`src/rtl/path_result_reader_if.sv`:
```
// Output-memory read port and host byte stream
// bundled between the path reader and its peers.
interface path_result_reader_if #(
  parameter int ADDR_W = 14
);
  logic              mem_read;
  logic [ADDR_W-1:0] mem_address;
  logic [15:0]       mem_data;
  logic [7:0]        out_data;
  logic              out_valid;
  logic              out_ready;
  logic              out_last;

  modport master (
    output mem_read, mem_address,
    input  mem_data,
    output out_data, out_valid, out_last,
    input  out_ready
  );

  modport slave (
    input  mem_read, mem_address,
    output mem_data,
    input  out_data, out_valid, out_last,
    output out_ready
  );
endinterface

```
`src/rtl/path_result_reader.sv`:
```
// Walks shortest-path result records in output memory
// and streams them as bytes. Option: PATH_READER_STATS_EN.
module path_result_reader #(
  parameter int ADDR_W    = 14,
  parameter int MAX_WORDS = 64
) (
  input  logic              clock,
  input  logic              reset_n,
  input  logic              start,
  input  logic [ADDR_W-1:0] base_address,
  path_result_reader_if.master bus,
  output logic              busy,
  output logic              done,
  output logic              error,
  output logic [7:0]        record_count
);

  typedef enum logic [2:0] {
    IDLE, RD, CAP, EMIT, DONE
  } state_t;

  localparam int CW = $clog2(MAX_WORDS + 1);
  localparam logic [CW-1:0] LIMIT = CW'(MAX_WORDS);

  state_t        state;
  logic [15:0]   held;
  logic          held_v;
  logic          first;
  logic [CW-1:0] word_cnt;
  logic [CW-1:0] cnt_nx;
  logic [7:0]    q1;
  logic          two;
  logic          term;

  assign term   = bus.mem_data == 16'hFFFF;
  assign cnt_nx = word_cnt + 1'b1;

  // Read/capture/emit sequencer with registered outputs
  always_ff @(posedge clock or negedge reset_n) begin
    if (!reset_n) begin
      state           <= IDLE;
      bus.mem_read    <= 1'b0;
      bus.mem_address <= '0;
      bus.out_data    <= '0;
      bus.out_valid   <= 1'b0;
      bus.out_last    <= 1'b0;
      busy            <= 1'b0;
      done            <= 1'b0;
      error           <= 1'b0;
      held            <= '0;
      held_v          <= 1'b0;
      first           <= 1'b0;
      word_cnt        <= '0;
      q1              <= '0;
      two             <= 1'b0;
    end else begin
      unique case (state)
        IDLE: begin
          if (start) begin
            bus.mem_address <= base_address;
            first           <= 1'b1;
            held_v          <= 1'b0;
            word_cnt        <= '0;
            error           <= 1'b0;
            busy            <= 1'b1;
            bus.mem_read    <= 1'b1;
            state           <= RD;
          end
        end
        RD: begin
          bus.mem_read <= 1'b0;
          state        <= CAP;
        end
        CAP: begin
          bus.mem_address <= bus.mem_address + 1'b1;
          word_cnt        <= cnt_nx;
          if (first && term) begin
            done  <= 1'b1;
            state <= DONE;
          end else if (!term && cnt_nx == LIMIT) begin
            error <= 1'b1;
            done  <= 1'b1;
            state <= DONE;
          end else if (first) begin
            bus.out_data  <= bus.mem_data[7:0];
            bus.out_valid <= 1'b1;
            bus.out_last  <= 1'b0;
            two           <= 1'b0;
            first         <= 1'b0;
            state         <= EMIT;
          end else if (term) begin
            if (!held_v) error <= 1'b1;
            bus.out_data  <= held_v ? held[15:8] : 8'hFF;
            q1            <= held_v ? held[7:0] : 8'hFF;
            two           <= 1'b1;
            bus.out_valid <= 1'b1;
            bus.out_last  <= 1'b0;
            first         <= 1'b1;
            held_v        <= 1'b0;
            word_cnt      <= '0;
            state         <= EMIT;
          end else if (held_v) begin
            if (held[15:8] != 8'h00) error <= 1'b1;
            bus.out_data  <= held[7:0];
            bus.out_valid <= 1'b1;
            bus.out_last  <= 1'b0;
            two           <= 1'b0;
            held          <= bus.mem_data;
            state         <= EMIT;
          end else begin
            held         <= bus.mem_data;
            held_v       <= 1'b1;
            bus.mem_read <= 1'b1;
            state        <= RD;
          end
        end
        EMIT: begin
          if (bus.out_ready) begin
            if (two) begin
              bus.out_data <= q1;
              bus.out_last <= 1'b1;
              two          <= 1'b0;
            end else begin
              bus.out_valid <= 1'b0;
              bus.out_last  <= 1'b0;
              bus.mem_read  <= 1'b1;
              state         <= RD;
            end
          end
        end
        DONE: begin
          done  <= 1'b0;
          busy  <= 1'b0;
          state <= IDLE;
        end
        default: state <= IDLE;
      endcase
    end
  end

`ifdef PATH_READER_STATS_EN
  logic rec_inc;
  assign rec_inc = state == CAP && !first && term;

  // Saturating count of records closed with out_last
  always_ff @(posedge clock or negedge reset_n) begin
    if (!reset_n) begin
      record_count <= '0;
    end else if (state == IDLE && start) begin
      record_count <= '0;
    end else if (rec_inc && record_count != 8'hFF) begin
      record_count <= record_count + 1'b1;
    end
  end
`else
  assign record_count = '0;
`endif

endmodule

```
`src/flat_wrapper.sv`:
```
// flat-port wrapper written by rule: the top's interface ports become plain ports
module path_result_reader_flat 
#(
  parameter int ADDR_W    = 14,
  parameter int MAX_WORDS = 64
)
  (clock, reset_n, start, base_address, busy, done, error, record_count, bus_mem_read, bus_mem_address, bus_mem_data, bus_out_data, bus_out_valid, bus_out_last, bus_out_ready);
  path_result_reader_if #(.ADDR_W(ADDR_W)) bus_i ();
  input  logic clock;
  input  logic reset_n;
  input  logic start;
  input  logic [ADDR_W-1:0] base_address;
  output logic busy;
  output logic done;
  output logic error;
  output logic [7:0] record_count;
  output wire logic [$bits(bus_i.mem_read)-1:0] bus_mem_read;
  output wire logic [$bits(bus_i.mem_address)-1:0] bus_mem_address;
  input wire logic [$bits(bus_i.mem_data)-1:0] bus_mem_data;
  output wire logic [$bits(bus_i.out_data)-1:0] bus_out_data;
  output wire logic [$bits(bus_i.out_valid)-1:0] bus_out_valid;
  output wire logic [$bits(bus_i.out_last)-1:0] bus_out_last;
  input wire logic [$bits(bus_i.out_ready)-1:0] bus_out_ready;
  assign bus_mem_read = bus_i.mem_read;
  assign bus_mem_address = bus_i.mem_address;
  assign bus_i.mem_data = bus_mem_data;
  assign bus_out_data = bus_i.out_data;
  assign bus_out_valid = bus_i.out_valid;
  assign bus_out_last = bus_i.out_last;
  assign bus_i.out_ready = bus_out_ready;
  path_result_reader #(.ADDR_W(ADDR_W), .MAX_WORDS(MAX_WORDS)) u_core (.clock(clock), .reset_n(reset_n), .start(start), .base_address(base_address), .bus(bus_i), .busy(busy), .done(done), .error(error), .record_count(record_count));
endmodule
```
`config.mk`:
```
export PLATFORM = sky130hd
export DESIGN_NAME = path_result_reader_flat
export DESIGN_NICKNAME = d
export VERILOG_FILES = /design/src/rtl/path_result_reader_if.sv /design/src/rtl/path_result_reader.sv /design/src/flat_wrapper.sv
export SDC_FILE = /design/constraint.sdc
export NUM_CORES = 1
export LEC_CHECK = 0
export ABC_AREA = 1
export CAP_MARGIN = 20
export CORE_MARGIN = 2
export CORE_UTILIZATION = 56
export CTS_CLUSTER_SIZE = 25
export DETAILED_ROUTE_END_ITERATION = 16
export PLACE_DENSITY = 0.84
export SLEW_MARGIN = 20
export SYNTH_ARGS = -nofsm -noshare
export SYNTH_HDL_FRONTEND = slang
export SYNTH_SLANG_ARGS = --single-unit
```
`constraint.sdc`:
```
create_clock -name clock -period 3.6 [get_ports clock]
set_input_delay 0.72 -clock clock [delete_from_list [all_inputs] [get_ports clock]]
set_output_delay 0.72 -clock clock [all_outputs]
set_load 0.05 [all_outputs]
```
==> summary.txt, run 1 <==
Outcome
  – Status: completed

Worst setup path
  – Crit path buf inv count: 4
  – Crit Path Max Fanout: 9
  – Max incr delay on CP: 0.53 ns
  – CP delay by family, top: buffers and inverters
  – Register-to-Register Path Depth: 9
  – Crit path required time: 3.83 ns
  – Reg2reg setup slack: 1.32 ns
  – Critical Path Sink Type: register
  – Cells along the critical path: clkdlybuf4s50_1 > nand2_1 > nor2_1 > nand2_1 > nor2_2 > inv_2 > nor2_4 > nand2_1 > inv_2 > nand2_2 > o22ai_1 > inv_1
  – Setup Crit Path Kind: in -> reg
  – R2r endpoint: u_core.held[13]
  – CP startpoint kind: input port
  – Critical Path Most Common Cell: nand2_1
  – R2R Path Start: u_core.word_cnt[0]
  – CP max-delay cell: clkdlybuf4s50_1
  – Worst EP arrival: 2.67 ns

Clocking
  – Htree depth: 3
  – Clock Sink Count: 65
  – CTS tree: done
  – Cts repair resizes: 0
  – Post-CTS setup buffer count: 0
  – Clock Latency Late Sink: 0.34 ns
  – CTS Buffer Depth: 2
  – Clock-pin slew on the worst setup and hold paths: 0.07 ns
  – Post-CTS Hold Fix Bufs: 0
  – CTS Buf Count: 9
  – Clk root buf: clkbuf_8

Routing
  – 1st-pass router iterations: 5
  – DRT Wirelength: between 8000 and 9000 um
  – Routed Antenna Nets: 0
  – Initial drt markers: 215
  – Via/cell ratio: approximately 5.6
  – DRC Markers: 0
  – Routed length per instance: 14.64 um
  – DR vias: 3,279

Global route
  – GRT busiest layer: met2
  – GRT met2 Usage: 41.28%
  – Met1 usage: 34.94%
  – Antenna violations before repair: 0
  – First-pass GRT wire length: 14,740 um
  – Vias in the first global route: 3,254
  – Largest net degree at the start of global routing: 34
  – GR Util met3: under 10%
  – Congestion Overflow GR: 0
  – Gr usage total: 26.04%

Timing
  – Fin crit share: 67.76%
  – Max Clk Rate: 409.9 MHz
  – Final Max Tran Viols: 0
  – Worst Slack Setup Final: between 1 and 1.5 ns
  – Post-layout min period: 2.439 ns
  – Final hold violation count: 0
  – RSZ-0062 raised after global routing: false
  – Slew headroom: 47.87%
  – Clock tree skew after final layout: 0.009889 ns
  – Slew @ Worst Pin: 0.7820 ns
  – Total negative slack: 0 ns
  – Endpoints failing setup: 0

Floorplan
  – Core area: 5956 um^2
  – I/O pin cnt: 70
  – Die X: between 80 and 90 um
  – Initial Util: 58.59%
  – Chip height: 82.94 um
  – Row Count: 28
  – Die area: 6879 um^2

Logic synthesis
  – Syn_area_per_cell: between 7 and 8 um^2
  – Register bit total from synthesis: 65
  – Post-synthesis xor/xnor area fraction: 1.004%
  – Post-synth top cells: nand2_1, dfrtp_1, inv_1
  – Cell area after synthesis: 3490 um^2
  – Post-synth EDFFs: 0
  – Synth Area in Adders: 0.7171%
  – Ys async rst share: 100.0%
  – Post-synth top area cell: dfrtp_1
  – Yosys cell types: 37
  – Compound-Gate Fraction of Synth Area: between 10% and 20%
  – Seq/Total Area, Yosys: a little under half
  – Most used DFF post-synth: dfrtp_1
  – YS warnings: 0
  – Syn Inst Count: 445
  – Dominant cells by area after synthesis: dfrtp_1, nand2_1, o21ai_0, inv_1, nor2_1
  – Main combinational cell family by area after synthesis: simple AND/OR/NAND/NOR gates
  – Most common cell in the netlist: nand2_1
  – Post-synthesis simple-gate area fraction: 24.24%
  – Area fraction of the dominant cell type after synthesis: 46.61%
  – Post-synthesis mux area share: 0%

Placement
  – RD Place Congestion: between 0.9 and 1
  – Buffers on Ports: 61
  – Place WS: between 0.9 and 1 ns
  – HPWL Detailed: 6085 um

Layout
  – Ratio of cells with drive above 1 in the final layout: 8.967%
  – Final Core Density: between 70% and 80%
  – Nets: 544
  – P&R area growth vs syn: 25.21%
  – Antenna diodes: 0

Pwr
  – Leakage: 2.024 nW
  – PwrDens: 899.3 nW/um^2
  – Power Total: 3.929 mW
  – VDD IR max: 0.6254 mV

Job
  – Maxcap violations: 0

Worst hold path
  – Hold Path Class: in -> async
cell type report:
cell class / count / area, um^2
Inverter: 58 / 217.7
Tap cell: 75 / 93.84
Fill cell: 442 / 1587
Sequential cell: 65 / 1627
Clock buffer: 12 / 165.2
Clock inverter: 4 / 73.82
Timing Repair Buffer: 65 / 648.1
Multi-Input combinational cell: 309 / 1544
where the power goes:
group          internal (mW)  switching [mW]
sequential              1.01           0.235
combinational          0.638            1.32
clock                  0.447           0.285
layer usage:
layer / routed length, um / up-vias / part of all wire [%]
li1: - / 1570 / -
met1: 3840 / 1524 / 45
met2: 3892 / 161 / 45
met3: 648 / 24 / 7.5
met4: 229 / 0 / 2.7
met5: 0 / - / 0
placed cells by master, fill, tap and decap left out, drive strengths merged, types with 2 or more instances in the layout:
master         count
o22ai             11
a31oi              2
nand3             18
xor2               4
conb               8
o211ai            12
a21oi             10
dfrtp             65
a211oi             2
nand2            106
nand3b             2
ha                 2
bufinv             2
a21boi             9
nand4              6
or2                3
clkinv             5
o21ai             53
nor2              51
clkbuf            12
clkdlybuf4s50     60
nor3               6
buf                5
inv               55
state kept, by name, indices dropped and copies added (netlist names):
name	count
u_core.bus.mem_address	14
u_core.held_v	1
u_core.state	3
u_core.bus.out_valid	1
u_core.bus.mem_read	1
u_core.held	16
u_core.first	1
u_core.q1	8
u_core.error	1
u_core.bus.out_data	8
u_core.bus.out_last	1
u_core.busy	1
u_core.done	1
u_core.two	1
u_core.word_cnt	7
logic make-up (layout without fill, tap and decap cells):
kind of cell / Yosys count / after routing
simple gates: 192 / 192
compound gates: 103 / 103
buf+inv: 78 / 139
flops: 65 / 65
xor+xnor: 4 / 4
fa+ha+maj: 2 / 2
other cells: 1 / 8
metrics by stage:
step,hold WS (ns),instances,area (um^2)
finish,0.4533,588,4369
floorplan,0.4244,452,3516
global placement,0.4544,572,4130
CTS,0.4637,588,4369
global route,0.5006,588,4369
detailed placement,0.4725,572,4130
worst max-delay path by stage:
stage	to	startpoint	cells past startpoint
2_1_floorplan	u_core.bus.mem_address[12]	u_core.bus.mem_address[1]	8
3_3_place_gp	u_core.held[0]	bus_mem_data[5]	10
3_5_place_dp	u_core.held[13]	bus_mem_data[5]	10
4_1_cts	u_core.q1[4]	bus_mem_data[0]	12
5_1_grt	u_core.q1[4]	bus_mem_data[0]	12
6_report	u_core.q1[4]	bus_mem_data[0]	12
Power figures use the tool's default switching activity.
==> run 2, diff against run 1 <==
- CORE_UTILIZATION: 56 -> 47
- PLACE_DENSITY: 0.84 -> 0.75
- clock period: 3.6 -> 2.2 ns (I/O delays scaled with it)
==> run 2 against run 1 <==
  * Worst hold slack lost 0.36 ns
  * Register-to-register slack lost 0.98 ns
  * Combinational power grew 67%
  * Clock power grew 38%
  * Final area grew 3.4%
  * Flip-flop and latch count is the same
  * Wire length shrank 4.2%
==> summary.txt, run 2 (same netlist as run 1, synthesis figures left out) <==
Clocking
  – Clock Sink Count: 65 (unchanged)
  – Clock Latency Late Sink: 0.35 ns (about the same)
  – Clk root buf: clkbuf_8
  – CTS Buf Count: 9 (unchanged)
  – CTS tree: done
  – Post-CTS setup buffer count: 0 (unchanged)
  – Htree depth: 3 (unchanged)
  – Clock-pin slew on the worst setup and hold paths: 0.08 ns (about the same)
  – Cts repair resizes: 0 (unchanged)
  – CTS Buffer Depth: 2 (unchanged)
  – Post-CTS Hold Fix Bufs: 0 (unchanged)

Floorplan
  – Core area: 7214 um^2 (+21%)
  – Initial Util: 48.37% (-10 points)
  – Chip height: 90.17 um (+8.7%)
  – Die area: 8130 um^2 (+18%)
  – I/O pin cnt: 70 (unchanged)
  – Row Count: 31 (+11%)
  – Die X: 90.17 um (+8.7%)

Outcome
  – Status: completed

Routing
  – Initial drt markers: 194 (-9.8%)
  – Routed Antenna Nets: 0 (unchanged)
  – Via/cell ratio: 5.101 (-8.5%)
  – DRC Markers: 0 (unchanged)
  – DRT Wirelength: 8249 um (-4.2%)
  – DR vias: 3,224 (-1.7%)
  – Routed length per instance: 13.05 um (-11%)
  – 1st-pass router iterations: 4 (-1)

Worst setup path
  – Crit path buf inv count: 1 (-3)
  – Cells along the critical path: clkdlybuf4s50_1
  – CP startpoint: u_core.bus.mem_address[8]
  – R2R Path Start: u_core.word_cnt[0]
  – Crit Path Max Fanout: 6 (-3)
  – Register-to-Register Path Depth: 10 (+1)
  – Critical Path Sink Type: output port
  – CP max-delay cell: clkdlybuf4s50_1
  – CP startpoint kind: register
  – Crit path required time: 1.76 ns (-2.07 ns)
  – Worst EP arrival: 1.64 ns (-1.03 ns)
  – Setup Crit Path Kind: reg -> out
  – R2r endpoint: u_core.held[6]
  – Reg2reg setup slack: 0.34 ns (-0.98 ns)
  – CP delay by family, top: buffers and inverters
  – Max incr delay on CP: 0.85 ns (+0.32 ns)

Layout
  – Most common cell after layout, fill and taps aside: nand2_1
  – Fin area: 4519 um^2 (+3.4%)
  – Biggest register: u_core.held
  – Ratio of cells with drive above 1 in the final layout: 12.20% (+3.2 points)
  – Nets: 564 (+3.7%)
  – Most frequent cells in the layout: nand2_1, dfrtp_1, clkdlybuf4s50_1
  – Final Core Density: 62.64% (-11 points)
  – Final non-filler cell total: 632 (+7.5%)
  – Fillers: 639 (+45%)
  – Biggest registers after layout: u_core.held x16, u_core.bus.mem_address x14
  – P&R area growth vs syn: 29.51%
  – Antenna diodes: 0 (unchanged)
  – Max reg flops: 16 (unchanged)

Timing
  – RSZ-0062 raised after global routing: false
  – Max Clk Rate: 479.8 MHz
  – Final Max Tran Viols: 0 (unchanged)
  – Slew @ Worst Pin: 0.5260 ns (-0.2560 ns)
  – Hold WS: 0.09608 ns (-0.3572 ns)
  – Endpoints failing setup: 0 (unchanged)
  – Post-layout min period: 2.084 ns
  – Fin crit share: 94.74%
  – Slew headroom: 64.83% (+17 points)
  – Worst Slack Setup Final: 0.1158 ns (-1.045 ns)
  – Total negative slack: 0 ns (unchanged)
  – Clock tree skew after final layout: 0.01322 ns (+0.003334 ns)
  – Final hold violation count: 0 (unchanged)

Placement
  – Post-DP Area: 4323 um^2 (+4.7%)
  – RD Place Congestion: 0.8869 (-5.7%)
  – Placed insts: 616 (+7.7%)
  – Place WS: -0.03759 ns (-0.9445 ns)
  – HPWL Detailed: 5928 um (-2.6%)
  – Buffers on Ports: 61 (unchanged)

Global route
  – First-pass GRT wire length: 14,350 um (-2.6%)
  – Congestion Overflow GR: 0 (unchanged)
  – Largest net degree at the start of global routing: 66 (+94%)
  – Antenna violations before repair: 0 (unchanged)
  – Gr usage total: 21.75% (-4.3 points)
  – Vias in the first global route: 3,147 (-3.3%)

Pwr
  – Power Total: 6.298 mW (+60%)
  – VDD IR max: 0.7825 mV (+25%)
  – PwrDens: 1393 nW/um^2 (+55%)
  – Leakage: 2.097 nW (+3.6%)

Job
  – Maxcap violations: 0 (unchanged)

Worst hold path
  – Hold Path Class: in -> async
==> run 2: final cells by class <==
type	count	area, um^2	area share [%]
Clock buffer	11	141.4	3.128
Sequential cell	65	1627	35.99
Timing Repair Buffer	85	810.8	17.94
Inverter	58	217.7	4.817
Clock inverter	5	55.05	1.218
Tap cell	99	123.9	2.741
Multi-Input combinational cell	309	1544	34.16
==> run 2: worst max-delay path by stage <==
stage               slack (ns)                          to  cells after the start
CTS                       0.11          bus_mem_address[8]                      1
global placement          0.04      u_core.bus.out_data[6]                     13
finish                    0.12          bus_mem_address[8]                      1
floorplan                 0.28  u_core.bus.mem_address[12]                      8
detailed placement       -0.04                u_core.q1[6]                     12
global route              0.07          bus_mem_address[8]                      1
==> run 2: report_power, final <==
part           switching, mW  total [mW]  leakage [nW]  internal, mW
clock network          0.461        1.01        0.0953         0.550
registers              0.375        2.03         0.812          1.65
logic                   2.12        3.26          1.19          1.13
total                   2.96        6.30          2.10          3.34
==> run 2: layer usage <==
metal	share of wire, %	global-route usage, %
met5	0	0
met4	2.1	9.103
met3	5.1	4.107
met2	45	33.77
met1	48	30.04
==> run 2: worst reg2reg max path, delay by kind of cell (launching register included) <==
kind / cells / cell delay, ns
AOI/OAI and AO/OA: 1 / 0.08
xor gates and xnor gates: 1 / 0.17
adders and majority gates: 1 / 0.23
buffers and inverters: 1 / 0.15
DFF: 1 / 0.43
and+or+nand+nor: 6 / 0.67
